<file path="config.mk">
export PLATFORM = sky130hd
export DESIGN_NAME = ps2_number_input
export DESIGN_NICKNAME = d
export VERILOG_FILES = /design/src/rtl/ps2_pkg.sv /design/src/rtl/ps2_frame_rx.sv /design/src/rtl/ps2_number_input.sv
export SDC_FILE = /design/constraint.sdc
export NUM_CORES = 1
export LEC_CHECK = 0
export BUFFER_PORTS_ARGS = -buffer_cell sky130_fd_sc_hd__clkbuf_2
export CAP_MARGIN = 20
export CORE_AREA = 2 2 154 216
export CTS_CLUSTER_DIAMETER = 40
export CTS_CLUSTER_SIZE = 12
export DETAILED_ROUTE_END_ITERATION = 10
export DIE_AREA = 0 0 156 218
export HOLD_SLACK_MARGIN = 0.12
export PLACE_DENSITY_LB_ADDON = 0.05
export SYNTH_ARGS = -nofsm -noshare
export SYNTH_HDL_FRONTEND = slang
export SYNTH_SLANG_ARGS = --single-unit
</file>
<file path="constraint.sdc">
create_clock -name clk -period 8.4 [get_ports clk]
set_input_delay 0.42 -clock clk [delete_from_list [all_inputs] [get_ports clk]]
set_output_delay 0.42 -clock clk [all_outputs]
set_load 0.01 [all_outputs]
</file>
<file path="src/rtl/ps2_pkg.sv">
// Shared PS/2 scancodes, frame-receiver state encoding and the digit lookup
// used by the keyboard number-entry front end.
package ps2_pkg;

    localparam logic [7:0] SC_BREAK = 8'hF0;
    localparam logic [7:0] SC_EXT   = 8'hE0;
    localparam logic [7:0] SC_ENTER = 8'h5A;
    localparam logic [7:0] SC_BKSP  = 8'h66;
    localparam logic [7:0] SC_D0    = 8'h45;
    localparam logic [7:0] SC_D1    = 8'h16;
    localparam logic [7:0] SC_D2    = 8'h1E;
    localparam logic [7:0] SC_D3    = 8'h26;
    localparam logic [7:0] SC_D4    = 8'h25;
    localparam logic [7:0] SC_D5    = 8'h2E;
    localparam logic [7:0] SC_D6    = 8'h36;
    localparam logic [7:0] SC_D7    = 8'h3D;
    localparam logic [7:0] SC_D8    = 8'h3E;
    localparam logic [7:0] SC_D9    = 8'h46;

    typedef enum logic [1:0] {
        IDLE   = 2'd0,
        DATA   = 2'd1,
        PARITY = 2'd2,
        STOP   = 2'd3
    } rx_state_t;

    typedef struct packed {
        logic       hit;
        logic [3:0] val;
    } digit_t;

    // Map a make-code to its decimal digit; hit=0 for non-digit codes.
    function automatic digit_t sc_to_digit(input logic [7:0] sc);
        digit_t d;
        d.hit = 1'b1;
        d.val = 4'd0;
        case (sc)
            SC_D0:   d.val = 4'd0;
            SC_D1:   d.val = 4'd1;
            SC_D2:   d.val = 4'd2;
            SC_D3:   d.val = 4'd3;
            SC_D4:   d.val = 4'd4;
            SC_D5:   d.val = 4'd5;
            SC_D6:   d.val = 4'd6;
            SC_D7:   d.val = 4'd7;
            SC_D8:   d.val = 4'd8;
            SC_D9:   d.val = 4'd9;
            default: d.hit = 1'b0;
        endcase
        return d;
    endfunction

endpackage

</file>
<file path="src/rtl/ps2_frame_rx.sv">
// PS/2 device-to-host frame receiver: synchronises the kbd lines, samples on
// falling kbd_clk, checks start/odd-parity/stop and aborts stalled frames.
module ps2_frame_rx
    import ps2_pkg::*;
#(
    parameter int unsigned TIMEOUT_CYC = 5000
) (
    input  logic       clk,
    input  logic       rst_n,
    input  logic       i_kbd_clk,
    input  logic       i_kbd_data,
    output logic [7:0] o_byte,
    output logic       o_byte_stb,
    output logic       o_err_stb
);

    localparam int unsigned TW = $clog2(TIMEOUT_CYC + 1);

    rx_state_t     r_state;
    rx_state_t     w_state_nxt;
    logic          r_clk_s1, r_clk_s2, r_clk_s3;
    logic          r_dat_s1, r_dat_s2;
    logic [2:0]    r_bit_cnt;
    logic [7:0]    r_shift;
    logic          r_par_ok;
    logic [TW-1:0] r_tmo_cnt;
    logic          w_fall;
    logic          w_timeout;
    logic          w_byte_ok;
    logic          w_err;

    assign w_fall    = r_clk_s3 & ~r_clk_s2;
    assign w_timeout = (r_state != IDLE) && !w_fall && (r_tmo_cnt == TW'(TIMEOUT_CYC - 1));

    // Two-flop synchronisers plus one extra kbd_clk stage for edge detection.
    always_ff @(posedge clk or negedge rst_n) begin
        if (!rst_n) begin
            r_clk_s1 <= 1'b1;
            r_clk_s2 <= 1'b1;
            r_clk_s3 <= 1'b1;
            r_dat_s1 <= 1'b1;
            r_dat_s2 <= 1'b1;
        end else begin
            r_clk_s1 <= i_kbd_clk;
            r_clk_s2 <= r_clk_s1;
            r_clk_s3 <= r_clk_s2;
            r_dat_s1 <= i_kbd_data;
            r_dat_s2 <= r_dat_s1;
        end
    end

    always_ff @(posedge clk or negedge rst_n) begin
        if (!rst_n) r_state <= IDLE;
        else        r_state <= w_state_nxt;
    end

    always_comb begin
        w_state_nxt = r_state;
        w_byte_ok   = 1'b0;
        w_err       = 1'b0;
        if (w_timeout) begin
            w_state_nxt = IDLE;
            w_err       = 1'b1;
        end else if (w_fall) begin
            case (r_state)
                IDLE: begin
                    if (r_dat_s2) w_err       = 1'b1;
                    else          w_state_nxt = DATA;
                end
                DATA:   if (r_bit_cnt == 3'd7) w_state_nxt = PARITY;
                PARITY: w_state_nxt = STOP;
                STOP: begin
                    w_state_nxt = IDLE;
                    if (r_dat_s2 && r_par_ok) w_byte_ok = 1'b1;
                    else                      w_err     = 1'b1;
                end
                default: w_state_nxt = IDLE;
            endcase
        end
    end

    // Shift register, parity capture, inactivity counter and registered strobes.
    always_ff @(posedge clk or negedge rst_n) begin
        if (!rst_n) begin
            r_bit_cnt  <= 3'd0;
            r_shift    <= 8'd0;
            r_par_ok   <= 1'b0;
            r_tmo_cnt  <= '0;
            o_byte     <= 8'd0;
            o_byte_stb <= 1'b0;
            o_err_stb  <= 1'b0;
        end else begin
            if (w_fall) begin
                case (r_state)
                    IDLE:   r_bit_cnt <= 3'd0;
                    DATA: begin
                        r_shift   <= {r_dat_s2, r_shift[7:1]};
                        r_bit_cnt <= r_bit_cnt + 3'd1;
                    end
                    PARITY: r_par_ok <= ^{r_dat_s2, r_shift};
                    default: ;
                endcase
            end
            if (r_state == IDLE || w_fall) r_tmo_cnt <= '0;
            else                           r_tmo_cnt <= r_tmo_cnt + TW'(1);
            if (w_byte_ok) o_byte <= r_shift;
            o_byte_stb <= w_byte_ok;
            o_err_stb  <= w_err;
        end
    end

endmodule

</file>
<file path="src/rtl/ps2_number_input.sv">
// Keyboard number entry for the CPU IN instruction: decodes digit/Enter/Backspace
// make-codes into a saturating decimal accumulator and queues committed numbers.
module ps2_number_input
    import ps2_pkg::*;
#(
    parameter int unsigned DATA_WIDTH  = 16,
    parameter int unsigned FIFO_DEPTH  = 4,
    parameter int unsigned TIMEOUT_CYC = 5000
) (
    input  logic                          clk,
    input  logic                          rst_n,
    input  logic                          kbd_clk,
    input  logic                          kbd_data,
    input  logic                          in_ready,
    output logic [DATA_WIDTH-1:0]         in_data,
    output logic                          in_valid,
    output logic [$clog2(FIFO_DEPTH):0]   fifo_count,
    output logic                          overflow,
    output logic                          frame_err
);

    localparam int unsigned AW = DATA_WIDTH + 4;
    localparam int unsigned PW = $clog2(FIFO_DEPTH);
    localparam int unsigned CW = PW + 1;

    logic [7:0]            w_byte;
    logic                  w_byte_stb;
    logic                  w_err_stb;
    digit_t                w_dig;
    logic [AW-1:0]         w_prod;
    logic [DATA_WIDTH-1:0] w_acc_inc;
    logic [DATA_WIDTH-1:0] w_acc_nxt;
    logic                  w_brk_nxt, w_ext_nxt;
    logic                  w_push;
    logic [DATA_WIDTH-1:0] r_acc;
    logic                  r_brk, r_ext;

    logic [DATA_WIDTH-1:0] r_mem [FIFO_DEPTH];
    logic [PW-1:0]         r_wr, r_rd, w_rd_nxt;
    logic [CW-1:0]         r_count, w_cnt_nxt, w_remain;
    logic [DATA_WIDTH-1:0] r_head, w_head_nxt;
    logic                  r_valid, r_ovf;
    logic                  w_full, w_pop, w_wr, w_ovf_set;

    ps2_frame_rx #(
        .TIMEOUT_CYC (TIMEOUT_CYC)
    ) u_rx (
        .clk        (clk),
        .rst_n      (rst_n),
        .i_kbd_clk  (kbd_clk),
        .i_kbd_data (kbd_data),
        .o_byte     (w_byte),
        .o_byte_stb (w_byte_stb),
        .o_err_stb  (w_err_stb)
    );

    // Accumulate at widened precision, clamp to all-ones on overflow.
    assign w_dig     = sc_to_digit(w_byte);
    assign w_prod    = AW'(r_acc) * AW'(10) + AW'(w_dig.val);
    assign w_acc_inc = (w_prod > AW'({DATA_WIDTH{1'b1}})) ? {DATA_WIDTH{1'b1}}
                                                          : w_prod[DATA_WIDTH-1:0];

    // A pending break or extended prefix swallows the following byte.
    always_comb begin
        w_acc_nxt = r_acc;
        w_brk_nxt = r_brk;
        w_ext_nxt = r_ext;
        w_push    = 1'b0;
        if (w_byte_stb) begin
            if (r_brk)                    w_brk_nxt = 1'b0;
            else if (r_ext)               w_ext_nxt = 1'b0;
            else if (w_byte == SC_BREAK)  w_brk_nxt = 1'b1;
            else if (w_byte == SC_EXT)    w_ext_nxt = 1'b1;
            else if (w_dig.hit)           w_acc_nxt = w_acc_inc;
            else if (w_byte == SC_ENTER) begin
                w_push    = 1'b1;
                w_acc_nxt = '0;
            end else if (w_byte == SC_BKSP) w_acc_nxt = '0;
        end
    end

    always_ff @(posedge clk or negedge rst_n) begin
        if (!rst_n) begin
            r_acc <= '0;
            r_brk <= 1'b0;
            r_ext <= 1'b0;
        end else begin
            r_acc <= w_acc_nxt;
            r_brk <= w_brk_nxt;
            r_ext <= w_ext_nxt;
        end
    end

    assign w_full    = (r_count == CW'(FIFO_DEPTH));
    assign w_pop     = in_ready & r_valid;
    assign w_wr      = w_push & (~w_full | w_pop);
    assign w_ovf_set = w_push & w_full & ~w_pop;
    assign w_cnt_nxt = r_count + CW'(w_wr) - CW'(w_pop);
    assign w_remain  = r_count - CW'(w_pop);
    assign w_rd_nxt  = r_rd + PW'(w_pop);

    // Head register: bypass the pushed word when it lands in an otherwise empty queue.
    always_comb begin
        w_head_nxt = r_mem[w_rd_nxt];
        if (w_remain == '0) w_head_nxt = w_wr ? r_acc : r_head;
    end

    always_ff @(posedge clk) begin
        if (w_wr) r_mem[r_wr] <= r_acc;
    end

    always_ff @(posedge clk or negedge rst_n) begin
        if (!rst_n) begin
            r_wr    <= '0;
            r_rd    <= '0;
            r_count <= '0;
            r_head  <= '0;
            r_valid <= 1'b0;
            r_ovf   <= 1'b0;
        end else begin
            if (w_wr) r_wr <= r_wr + PW'(1);
            r_rd    <= w_rd_nxt;
            r_count <= w_cnt_nxt;
            r_head  <= w_head_nxt;
            r_valid <= (w_cnt_nxt != '0);
            if (w_ovf_set) r_ovf <= 1'b1;
        end
    end

    assign in_data    = r_head;
    assign in_valid   = r_valid;
    assign fifo_count = r_count;
    assign overflow   = r_ovf;
    assign frame_err  = w_err_stb;

endmodule
</file>
**After elaboration in Yosys (flattened, before gate mapping)**

Memory sizes are Yosys's and may differ from the RTL's.
Index checks and enable logic that the tools add are counted.

- Register bits: 85
- Bits in writable memories: 64
- Bits of input ports: 5
- Output and inout port bits: 22
- Memories kept: 1

Memories:

| name | words | bits a word | read ports | clocked after memory_dff | wr ports | RTL line | RTL |
|---|---|---|---|---|---|---|---|
| r_mem | 4 | 16 | 1 | 0 | 1 | ps2_number_input.sv:38 | `logic [DATA_WIDTH-1:0] r_mem [FIFO_DEPTH];` |

- Add/sub/neg operators: 8
- Multipliers: 1
- $lt $le $gt $ge: 1
- Equality and inequality tests: 23
- Mux-type cells: 39
- Bitwise logic cells: 13
- Reduce and logical (&&, ||, !) cells: 20

Operator list:

| kind | number |
|---|---|
| $mux W16 | 6 |
| $eq A8 B6 Y1 const B | 6 |
| $pmux W4 S9 | 1 |
| $eq A8 B7 Y1 const B | 4 |
| $mux W1 | 24 |
| $add A20 B4 Y20 | 1 |
| $gt A20 B16 Y1 const B | 1 |
| $mul A16 B3 Y19 const B | 1 |
| $eq A8 B5 Y1 const B | 2 |
| $eq A8 B8 Y1 const B | 2 |
| $add A13 B1 Y13 const B | 1 |
| $eq A13 B13 Y1 const B | 1 |
| $mux W13 | 1 |
| $reduce_or A10 Y1 | 1 |
| $reduce_xor A9 Y1 | 1 |
| $mux W2 | 4 |
| $pmux W2 S4 | 1 |
| $reduce_and A2 Y1 | 4 |
| $not A1 Y1 | 7 |
| $eq A3 B3 Y1 const B | 2 |
| $pmux W3 S2 | 1 |
| $reduce_and A6 Y1 | 1 |
| $reduce_bool A2 Y1 | 3 |
| $reduce_bool A3 Y1 | 2 |
| other kinds (19) | 27 |

**Depth between registers and ports, before layout**

Gate-level depths: netlist (run 1).

- Word-level depth: 13
- Mapped depth: 16
- Mapped depth without buffers: 14

**Modules after synthesis**

Synthesis (run 1) repeated with hierarchy kept, for this count alone.

- Cells, all modules: 621
- Area total of the unflattened synthesis: 7738.7 sq um

By module, submodules not included:

| module | times used | cells an instance | area an instance (sq um) |
|---|---|---|---|
| ps2_number_input | 1 | 470 | 5858.1 |
| ps2_frame_rx | 1 | 151 | 1880.6 |

**Least setup slack after synthesis (run 1)**

No wires, ideal clock.

- Path kind: reg2reg
- Start: register r_acc[1]
- End: register r_acc[13]
- Library setup time: 145 ps
- Data arrival time: 3175 ps
- Setup slack: 5080 ps
- Cell stages (with the launch flop): 13
- Clock period less this slack: 3320 ps
- Cell sequence: dfrtp_1 ha_1 ha_1 inv_1 fa_1 and2b_1 o2111ai_2 a311oi_2 or3_1 nand4_1 or3_4 o311ai_4 o211ai_1

- Longest elaborated chain between the ends: 5

Ends and longest elaborated chain:

| item | RTL line | RTL |
|---|---|---|
| start, declared | ps2_number_input.sv:35 | `logic [DATA_WIDTH-1:0] r_acc;` |
| start signal, assigned | ps2_number_input.sv:88 | `r_acc <= w_acc_nxt;` |
| $mul A16 B3 Y19 (*) | ps2_number_input.sv:59 | `assign w_prod = AW'(r_acc) * AW'(10) + AW'(w_dig.val);` |
| $add A20 B4 Y20 (*) | ps2_number_input.sv:59 |  |
| $gt A20 B16 Y1 | ps2_number_input.sv:60 | `assign w_acc_inc = (w_prod > AW'({DATA_WIDTH{1'b1}})) ? {DATA_WIDTH{1'b1}}` |
| $mux W16 (*) | ps2_number_input.sv:60 |  |
| $mux W16 (*) | ps2_number_input.sv:74 | `else if (w_dig.hit) w_acc_nxt = w_acc_inc;` |

Every way passes the cells marked *; elsewhere a longest branch is shown, timed or not.
A chain may end at the register's enable or synchronous reset.

**Worst setup path in the final report (run 1)**

- Start: register r_acc[1]
- End: register r_acc[15]

Same word-level chain as after synthesis.

==> results of run 1 <==
==> cell type report <==
class | instances | area (um2) | area share [%]
Clock inverter | 12 | 176.4 | 1.931
Clock buffer | 20 | 436.7 | 4.780
Inverter | 27 | 101.3 | 1.109
Timing Repair Buffer | 38 | 230.2 | 2.520
Multi-Input combinational cell | 467 | 3635 | 39.79
Tap cell | 400 | 500.5 | 5.479
Sequential cell | 149 | 4055 | 44.39
==> flip-flops by register name (all words and copies together), names as in the netlist, 2 cells and up <==
signal and cells:
u_rx.r_bit_cnt 3, u_rx.r_state 2, r_wr 2, u_rx.r_shift 8
r_rd 2, fifo_count 3, r_acc 16, u_rx.r_tmo_cnt 13
in_data 16, r_mem 64, u_rx.o_byte 8
==> worst paths after layout <==
path / to / slack [ns]
setup / recovery: r_acc[15] / 4.63
hold / removal: u_rx.r_dat_s2 / 0.36
setup reg to reg: r_acc[15] / 4.63
hold reg to reg: u_rx.r_dat_s2 / 0.36
max in group asynchronous: r_ext / 6.81
min in group asynchronous: in_data[13] / 0.50
==> power breakdown <==
| part | total [uW] | leakage (uW) | switching [uW] | internal (uW) |
|---|---|---|---|---|
| Sequential | 944 | 0.00161 | 86.6 | 857 |
| Clock | 813 | 0.000295 | 315 | 498 |
| Combinational | 587 | 0.00193 | 305 | 282 |
| Total | 2340 | 0.00383 | 706 | 1640 |
==> kinds of logic (layout without fill, tap and decap cells) <==
kind of cell | Yosys count | after routing | synth area share, %
AND/OR/NAND/NOR | 218 | 218 | 14.12
flip-flops | 149 | 149 | 51.41
AO/OA/AOI/OAI | 118 | 118 | 11.33
adder cells (fa/ha/maj) | 49 | 49 | 8.058
buffers and inverters | 46 | 97 | 2.506
multiplexers | 43 | 43 | 8.154
XOR/XNOR | 39 | 39 | 4.426
==> layout by cell type (no fill, tap or decap), types with 16 or more instances in the layout <==
cell,instances
sky130_fd_sc_hd__edfxtp_1,64
sky130_fd_sc_hd__o21ai_0,33
sky130_fd_sc_hd__nor2_1,40
sky130_fd_sc_hd__clkbuf_2,25
sky130_fd_sc_hd__mux4_2,16
sky130_fd_sc_hd__clkbuf_16,17
sky130_fd_sc_hd__xnor2_1,23
sky130_fd_sc_hd__mux2i_1,17
sky130_fd_sc_hd__nand2_1,79
sky130_fd_sc_hd__ha_1,46
sky130_fd_sc_hd__inv_1,25
sky130_fd_sc_hd__dfrtp_1,80
==> through the flow <==
step | util (%) | worst slack (ns) | instances | total power, uW
floorplan | - | 5.080 | 662 | 1366
global placement | 26.45 | 4.666 | 1078 | 1552
global route | 28.45 | 4.290 | 1113 | 2503
detailed placement | 26.45 | 4.576 | 1078 | 1564
finish | 28.45 | 4.630 | 1113 | 2343
CTS | 28.45 | 4.571 | 1113 | 2395
==> worst max-delay path: cells and delay by family (launching register included) <==
family                   cells  cell delay, ns
flip-flops                   1            0.50
AO/OA/AOI/OAI                4            1.09
AND/OR/NAND/NOR              4            1.02
buffers and inverters        1            0.07
adder cells (fa/ha/maj)      3            0.94
==> routing by layer <==
layer	wire length [um]	GRT usage, %	vias to the layer above
li1	-	-	2517
met3	388	2.107	16
met5	0	0	-
met4	351	4.954	0
met1	8229	14.08	2574
met2	10530	22.79	56
==> results.txt, run 1 <==
- Run status: finished clean
- Total number of H-tree levels: 4
* Highest ir drop seen on vdd: 129.9 uV
- Distinct cell type count after synthesis: 80
- Top cell type by total area after synthesis: sky130_fd_sc_hd__dfrtp_1
* Iter 0 DRT Violations: 212
- CTS tree: built
- The slowest stage of the critical path is the sky130_fd_sc_hd__dfrtp_1 cell.
- In this run, synthesis inferred 64 flip-flops with an integrated enable.
* CORE AREA: 32110 um2
- Setup total negative slack on the finished layout was measured at 0 ns.
- Site Rows: 78
- The net count of the finished layout is 754.
* Clock skew: 0.01429 ns
* Num CTS Buffers: 17
* Path type of the worst setup path: reg -> reg
- The layout has 3289 filler cells.
- The critical path goes through ha_1 > ha_1 > inv_1 > fa_1 > and2b_1 > o2111ai_2 > a311oi_2 > or3_1 > nand4_1 > or3_4 > o311ai_4 > o211ai_1.
* HPWL reported at the end of detailed placement: 13670 um
* Synthesized area per cell: 11.91 um2
- Initial antenna violation count: 0
- Final setup fails: 0
- The root buffer cell chosen for the clock tree is sky130_fd_sc_hd__clkbuf_16.
* Drt wl/cell: 17.52 um
- Power density over the cells: 256.5 nW/um2
- The Yosys step of the flow raised 0 warnings.
- The number of global-route vias before repair came to 5458.
- Max-cap violations in this run came to 0.
* Share of final-layout standard cells stronger than drive strength 1: 18.79%
- In this run the cell area of the synthesized design comes to 7888 um2.
* Clock buffer depth: 2
* Cell leakage power: 0.003832 uW
- Worst min path class: reg -> reg
* Min-delay src: u_rx.r_dat_s1
- The first global-routing pass estimated 31550 um of wire.
- Synthesis-to-finish area growth: 15.82%
- The clock drives 149 sinks.
- Number of flip-flops and latches in the synthesized netlist: 149
* Hold bufs inserted after CTS: 3
- Total number of vias: 5163
- For this design the top-level I/O count stands at 27.
* GRT Resource Usage Total: 12.37%
- Global route overflow: 0
* First drt pass iteration count: 4
- Measured against its own limit, the worst slew margin works out to 55.85%.
- Clock latency at the later pin of the worst-skew pair: 0.44 ns
- Portion of the clock cycle consumed by the worst path in the final layout: 44.88%
- Share of the yosys chip area belonging to registers: 51.41%
* Source of the critical timing path: r_acc[1]
* Area of the die: 34010 um2
- For this run, the leading register cell type out of synthesis is sky130_fd_sc_hd__dfrtp_1.
- Across all hold checks on the routed design, the worst slack comes to 0.3556 ns.
- After routing the design area is 9135 um2.
* Die span in x: 156 um
* Cell types with the highest counts after synthesis: sky130_fd_sc_hd__dfrtp_1, sky130_fd_sc_hd__nand2_1, sky130_fd_sc_hd__edfxtp_1, sky130_fd_sc_hd__ha_1, sky130_fd_sc_hd__nor2_1
- Number of endpoints with negative hold slack in the final report: 0
- Of all flip-flops after synthesis, the portion carrying an async set or reset was 57.05%.
- Placement Cell Area: 8492 um2
- After detailed routing, the number of remaining DRC violations is 0.
* Actual transition at the worst max-transition pin: 0.6623 ns
- Floorplan die height: 218 um
- In the routed layout, each cell is associated on average with a via count of 4.639.
* Quantity of gates resized following cts: 0
- Post-Route WL: 19500 um
* Peak fanout along the critical path: 9
- Yosys attributes the largest share of cell area to sky130_fd_sc_hd__dfrtp_1, sky130_fd_sc_hd__edfxtp_1, sky130_fd_sc_hd__ha_1, sky130_fd_sc_hd__mux4_2, sky130_fd_sc_hd__nand2_1.
- Number of setup buffers added after CTS: 0
- STA classifies the critical path endpoint as a register.
- Counting I/O delays and the setup requirement, the final critical path takes 3.770 ns.
- The worst setup path is launched from a register.
- Counting instances, the worst hold path has a depth of 0.
- RSZ-0062 raised after global routing: false
- Clock transition at path regs: 0.06 ns
- Static timing analysis puts the maximum clock frequency at 265.3 MHz.
- The startpoint identified for the worst register-to-register timing path is r_acc[1].
- In the post-synthesis netlist, the cell with the most instances is sky130_fd_sc_hd__dfrtp_1.
* Maximum number of pins on one net before global-route repair: 48
- The count of nets left with antenna violations once routing finished came out at 0.
* Port-buffer cells: 26
* Share of Yosys cell area claimed by the top area cell type: 25.38%
* Placer Congestion: 0.7615
- Peak per-stage delay on the critical path: 0.50 ns
- The number of nets in the synthesized netlist is 716.
- Data on the critical path arrives at its endpoint at 4.06 ns.
* Starting density of the core: 24.57%
* Cell repeated most along the worst path: sky130_fd_sc_hd__ha_1
* Required time worst endpoint: 8.69 ns
- The max-slew violation total from the final report is 0.
* Count of antenna diodes in the layout: 0
- Measured in cells, the most critical reg-to-reg path has a length of 12.
* Number of standard cells after synthesis: 662
(Power assumes the default switching activity.)
==> run 2, diff against run 1 <==
--- a/config.mk
+++ b/config.mk
@@ -5,13 +5,14 @@
 export SDC_FILE = /design/constraint.sdc
 export NUM_CORES = 1
 export LEC_CHECK = 0
+export ABC_AREA = 1
 export BUFFER_PORTS_ARGS = -buffer_cell sky130_fd_sc_hd__clkbuf_2
 export CAP_MARGIN = 20
-export CORE_AREA = 2 2 154 216
+export CORE_AREA = 2 2 156 220
 export CTS_CLUSTER_DIAMETER = 40
 export CTS_CLUSTER_SIZE = 12
 export DETAILED_ROUTE_END_ITERATION = 10
-export DIE_AREA = 0 0 156 218
+export DIE_AREA = 0 0 158 222
 export HOLD_SLACK_MARGIN = 0.12
 export PLACE_DENSITY_LB_ADDON = 0.05
 export SYNTH_ARGS = -nofsm -noshare
==> constraint.sdc (replaced) <==
create_clock -name clk -period 3.2 [get_ports clk]
set_input_delay 0.16 -clock clk [delete_from_list [all_inputs] [get_ports clk]]
set_output_delay 0.16 -clock clk [all_outputs]
set_load 0.01 [all_outputs]
==> run 2 against run 1 <==
Effect of this change:
- non-clock buffer count rose by 60
- sequential share of layout area shrank 4.6 points
- wire length is 15% higher
- synthesized cell count increased by 38%
- die area is 3.1% higher
- sequential cell count unchanged
- critical endpoint is now r_acc[9]
==> results.txt, run 2 <==
* Startpoint types: register (unchanged)
- The clock share of power was 36.2% (was 34.7%).
- Cell types with the highest counts after synthesis: sky130_fd_sc_hd__nand2_1, sky130_fd_sc_hd__inv_1, sky130_fd_sc_hd__dfrtp_1, sky130_fd_sc_hd__nor2_1, sky130_fd_sc_hd__edfxtp_1 (was sky130_fd_sc_hd__dfrtp_1, sky130_fd_sc_hd__nand2_1, sky130_fd_sc_hd__edfxtp_1, sky130_fd_sc_hd__ha_1, sky130_fd_sc_hd__nor2_1)
- Number of global-route vias before repair: 6787 (was 5458)
- Site Rows: 79 (was 78)
- Register with the most flip-flops: r_mem (unchanged)
* Power density over the cells: 573.1 nW/um2 (was 256.5 nW/um2)
* GRT busiest layer: met2 (unchanged)
* Clk sinks: 149 (unchanged)
* Share of the yosys chip area belonging to registers: 49.56% (was 51.41%)
* Required time worst endpoint: 3.52 ns (was 8.69 ns)
- The total I/O pin count came to 27 (unchanged).
* Distinct cell type count after synthesis: 45 (was 80)
* Floorplan die height: 222 um (was 218 um)
- Commonest cells after routing, fill and taps aside: sky130_fd_sc_hd__nand2_1, sky130_fd_sc_hd__inv_1, sky130_fd_sc_hd__dfrtp_1 (was sky130_fd_sc_hd__dfrtp_1, sky130_fd_sc_hd__nand2_1, sky130_fd_sc_hd__edfxtp_1).
- The final routed wire length divided by cell count was 15.30 um (was 17.52 um).
- Leading cell type in the layout, fill and taps excluded: sky130_fd_sc_hd__nand2_1 (was sky130_fd_sc_hd__dfrtp_1)
- Data arrival, critical path: 3.52 ns (was 4.06 ns)
- The fraction of met2 tracks used by global routing is 25.41% (was 22.79%).
- Design Power: 5835 uW (was 2343 uW)
- Worst min path class: in -> async (was reg -> reg)
* Peak clock frequency supported by timing: 313.1 MHz (was 265.3 MHz)
* Count of flip-flops with a built-in enable after synthesis: 64 (unchanged)
* Clock Tree Root: sky130_fd_sc_hd__clkbuf_16 (unchanged)
- The reported max-cap violation count was 0 (unchanged).
- The filler-free cell count of the finished design came to 1469 (was 1113).
- Area of the die: 35080 um2 (was 34010 um2)
- Run status: finished clean (unchanged)
- The summed area of non-filler cells in the final layout was 10180 um2 (was 9135 um2).
- Path type of the worst setup path: reg -> reg (unchanged)
* Dominant synthesized flop cell: sky130_fd_sc_hd__dfrtp_1 (unchanged)
- Per-cell via count in the routed design: 4.336 (was 4.639)
- Port-buffer cells: 26 (unchanged)
- The total grt overflow came to 0 (unchanged).
* Num CTS Buffers: 17 (unchanged)
- The clock latency reported for the late side of the worst-skew pair is 0.44 ns (about the same).
- The pin slew with the least headroom to its limit came to 0.6762 ns (was 0.6623 ns).
* Met1 track demand over resource: 15.58% (was 14.08%)
* Count of antenna diodes in the layout: 0 (unchanged)
- Instance count after placement with tap cells included: 1422 (was 1078)
* Number of endpoints with negative hold slack in the final report: 0 (unchanged)
* Number of nets at the end of the flow: 1065 (was 754)
- The count of routing violations after the opening detailed-route iteration is 270 (was 212).
- The pin count of the biggest net entering global routing was 45 (was 48).
- RSZ-0062 raised after global routing: true (was false).
- The total wire length after detailed routing came to 22480 um (was 19500 um).
* Dominant cells by area after synthesis: sky130_fd_sc_hd__dfrtp_1, sky130_fd_sc_hd__edfxtp_1, sky130_fd_sc_hd__nand2_1, sky130_fd_sc_hd__ha_1, sky130_fd_sc_hd__inv_1 (was sky130_fd_sc_hd__dfrtp_1, sky130_fd_sc_hd__edfxtp_1, sky130_fd_sc_hd__ha_1, sky130_fd_sc_hd__mux4_2, sky130_fd_sc_hd__nand2_1)
- The number of nets with antenna violations after routing came to 0 (unchanged).
- The CTS tree is built (unchanged).
- CP Capture Type: register (unchanged)
* First drt pass iteration count: 4 (unchanged)
- The area of the core was 33010 um2 (was 32110 um2).
* Flop pwr share: 40.9% (was 40.3%)
* Clock skew: 0.008094 ns (was 0.01429 ns)
- Total number of H-tree levels: 4 (unchanged)
* Number of flip-flops and latches in the synthesized netlist: 149 (unchanged)
- The number of fillers in the final layout came to 3534 (was 3289).
* Max FFs per register: 64 (unchanged)
* Worst slew slack as a fraction of its limit: 54.92% (was 55.85%)
* Synthesized cell area: 8182 um2 (was 7888 um2)
* Initial antenna violation count: 0 (unchanged)
- The share of flip-flops with an asynchronous set or reset after synthesis is 57.05% (unchanged).
- Die span in x: 158 um (was 156 um)
- The internal power summed over all cells was 4089 uW (was 1637 uW).
* Final setup fails: 0 (unchanged)
* Number of standard cells after synthesis: 915 (was 662)
- Cell leakage power: 0.004843 uW (was 0.003832 uW)
- Final period demand of the worst path: 3.194 ns (was 3.770 ns)
- Combinational share of power: 22.9% (was 25.0%)
- The initial core utilization came to 24.78% (was 24.57%).
* Power dissipated by switching net loads: 1746 uW (was 706.1 uW)
- GRT Resource Usage Total: 13.69% (was 12.37%)
- The area growth from synthesis to final layout is 24.42% (was 15.82%).
* Portion of the clock cycle consumed by the worst path in the final layout: 99.80% (was 44.88%)
- Count leader, synth: sky130_fd_sc_hd__nand2_1 (was sky130_fd_sc_hd__dfrtp_1)
* Placer Congestion: 0.7744 (was 0.7615)
- The top fanout value on the critical path is 8 (was 9).
- Total number of vias: 6370 (was 5163)
- The average size of a mapped cell is 8.942 um2 (was 11.91 um2).
* Placement Cell Area: 9234 um2 (was 8492 um2)
- Share of final-layout standard cells stronger than drive strength 1: 22.85% (was 18.79%)
- Warnings, synthesis: 0 (unchanged)
- Clock buffer depth: 2 (unchanged)
- The switching share of total power is 29.92% (was 30.13%).
* Number of slew-limit violations in the final report: 0 (unchanged)
- Clock transition at path regs: 0.07 ns (was 0.06 ns)
- The number of DRC violations after detailed routing is 0 (unchanged).
* Share of Yosys cell area claimed by the top area cell type: 24.47% (was 25.38%)
- The largest vdd supply drop is 331.8 uV (was 129.9 uV).
- The detailed-placement wirelength estimate was 15980 um (was 13670 um).
* Post-Synthesis Net Count: 969 (was 716)
* Smallest setup slack after layout: 0.006425 ns (was 4.630 ns)
- Place WS: -0.03342 ns (was 4.576 ns)
- The leading area contributor after synthesis is sky130_fd_sc_hd__dfrtp_1 (unchanged).
* Met3 routing resource usage after global routing: 2.404% (was 2.107%)
- The wire length of the first global-routing pass is 36670 um (was 31550 um).
==> run 2: area by class of cell <==
class                           instances  area, um2  area share, %
Timing Repair Buffer                   98      723.2          7.104
Clock buffer                           18      429.2          4.216
Clock inverter                         14      175.2          1.721
Multi-Input combinational cell        636       3831          37.64
Sequential cell                       149       4055          39.84
Tap cell                              445      556.8          5.469
Inverter                              109      409.1          4.019
==> run 2: path summary, 6_finish.rpt <==
kind | slack, ns | start | endpoint | cells past startpoint
max in group asynchronous | 2.09 | rst_n | u_rx.r_clk_s3 | 3
worst min-delay path | 0.30 | rst_n | u_rx.o_byte[0] | 2
worst max-delay path | 0.006 | r_acc[1] | r_acc[9] | 19
worst max register to register | 0.006 | r_acc[1] | r_acc[9] | 19
worst min register to register | 0.35 | u_rx.r_dat_s1 | u_rx.r_dat_s2 | 0
min in group clk | 0.35 | kbd_clk | u_rx.r_clk_s1 | 2
==> run 2: cell families (layout without fill, tap and decap cells) <==
logic type / Yosys count / after routing / share of synthesized area (%)
simple gates: 452 / 452 / 24.61
fa+ha+maj: 49 / 49 / 7.769
flops: 149 / 149 / 49.56
xor+xnor: 20 / 20 / 2.141
compound gates: 115 / 115 / 9.727
buf+inv: 130 / 239 / 6.193
==> run 2: repair_timing <==
action | in CTS | in global routing
resized for setup | 4 | 44
hold endpoints to repair | 42 | 0
gates cloned | 0 | 1
setup buffers | 0 | 11
hold buffers | 3 | 0
pin swaps | 2 | 24
endpoints found under the setup margin | 16 | 17
==> run 2: critical path, stage by stage, from the launching register on <==
cell and delay [ns]:
sky130_fd_sc_hd__dfrtp_1 0.39, sky130_fd_sc_hd__ha_1 0.28, sky130_fd_sc_hd__ha_2 0.18, sky130_fd_sc_hd__inv_2 0.04, sky130_fd_sc_hd__fa_1 0.50, sky130_fd_sc_hd__nor2_2 0.15, sky130_fd_sc_hd__nand3_2 0.11, sky130_fd_sc_hd__nand2_2 0.08
sky130_fd_sc_hd__nand2_2 0.06, sky130_fd_sc_hd__nor2_4 0.18, sky130_fd_sc_hd__nand3_4 0.10, sky130_fd_sc_hd__nor2_4 0.18, sky130_fd_sc_hd__nand3_2 0.08, sky130_fd_sc_hd__nand2_2 0.08, sky130_fd_sc_hd__nand2_2 0.07, sky130_fd_sc_hd__a21oi_4 0.21
sky130_fd_sc_hd__clkbuf_16 0.22, sky130_fd_sc_hd__nand3_2 0.07, sky130_fd_sc_hd__nand2_2 0.06, sky130_fd_sc_hd__nand2_1 0.04
==> run 2: per-stage QoR <==
step	hold slack [ns]	util, %	setup TNS, ns
CTS	0.3055	29.94	0
detailed placement	0.2492	27.97	-0.3127
global placement	0.2485	27.97	-0.02118
global route	0.3395	30.83	-2.401
floorplan	-0.1356	-	0
finish	0.3024	30.83	0
==> run 2: power groups by stage <==
stage	clock (uW)	sequential, uW	combinational (uW)
floorplan	0	2430	905
global placement	0	2430	1350
detailed placement	0	2430	1340
CTS	2210	2390	1360
global route	2270	2420	1520
finish	2110	2380	1340
==> run 2: routing by layer <==
| metal | wire, um | part of all wire, % |
|---|---|---|
| met1 | 9491 | 42 |
| met2 | 12210 | 54 |
| met3 | 413 | 1.8 |
| met4 | 362 | 1.6 |
| met5 | 0 | 0 |
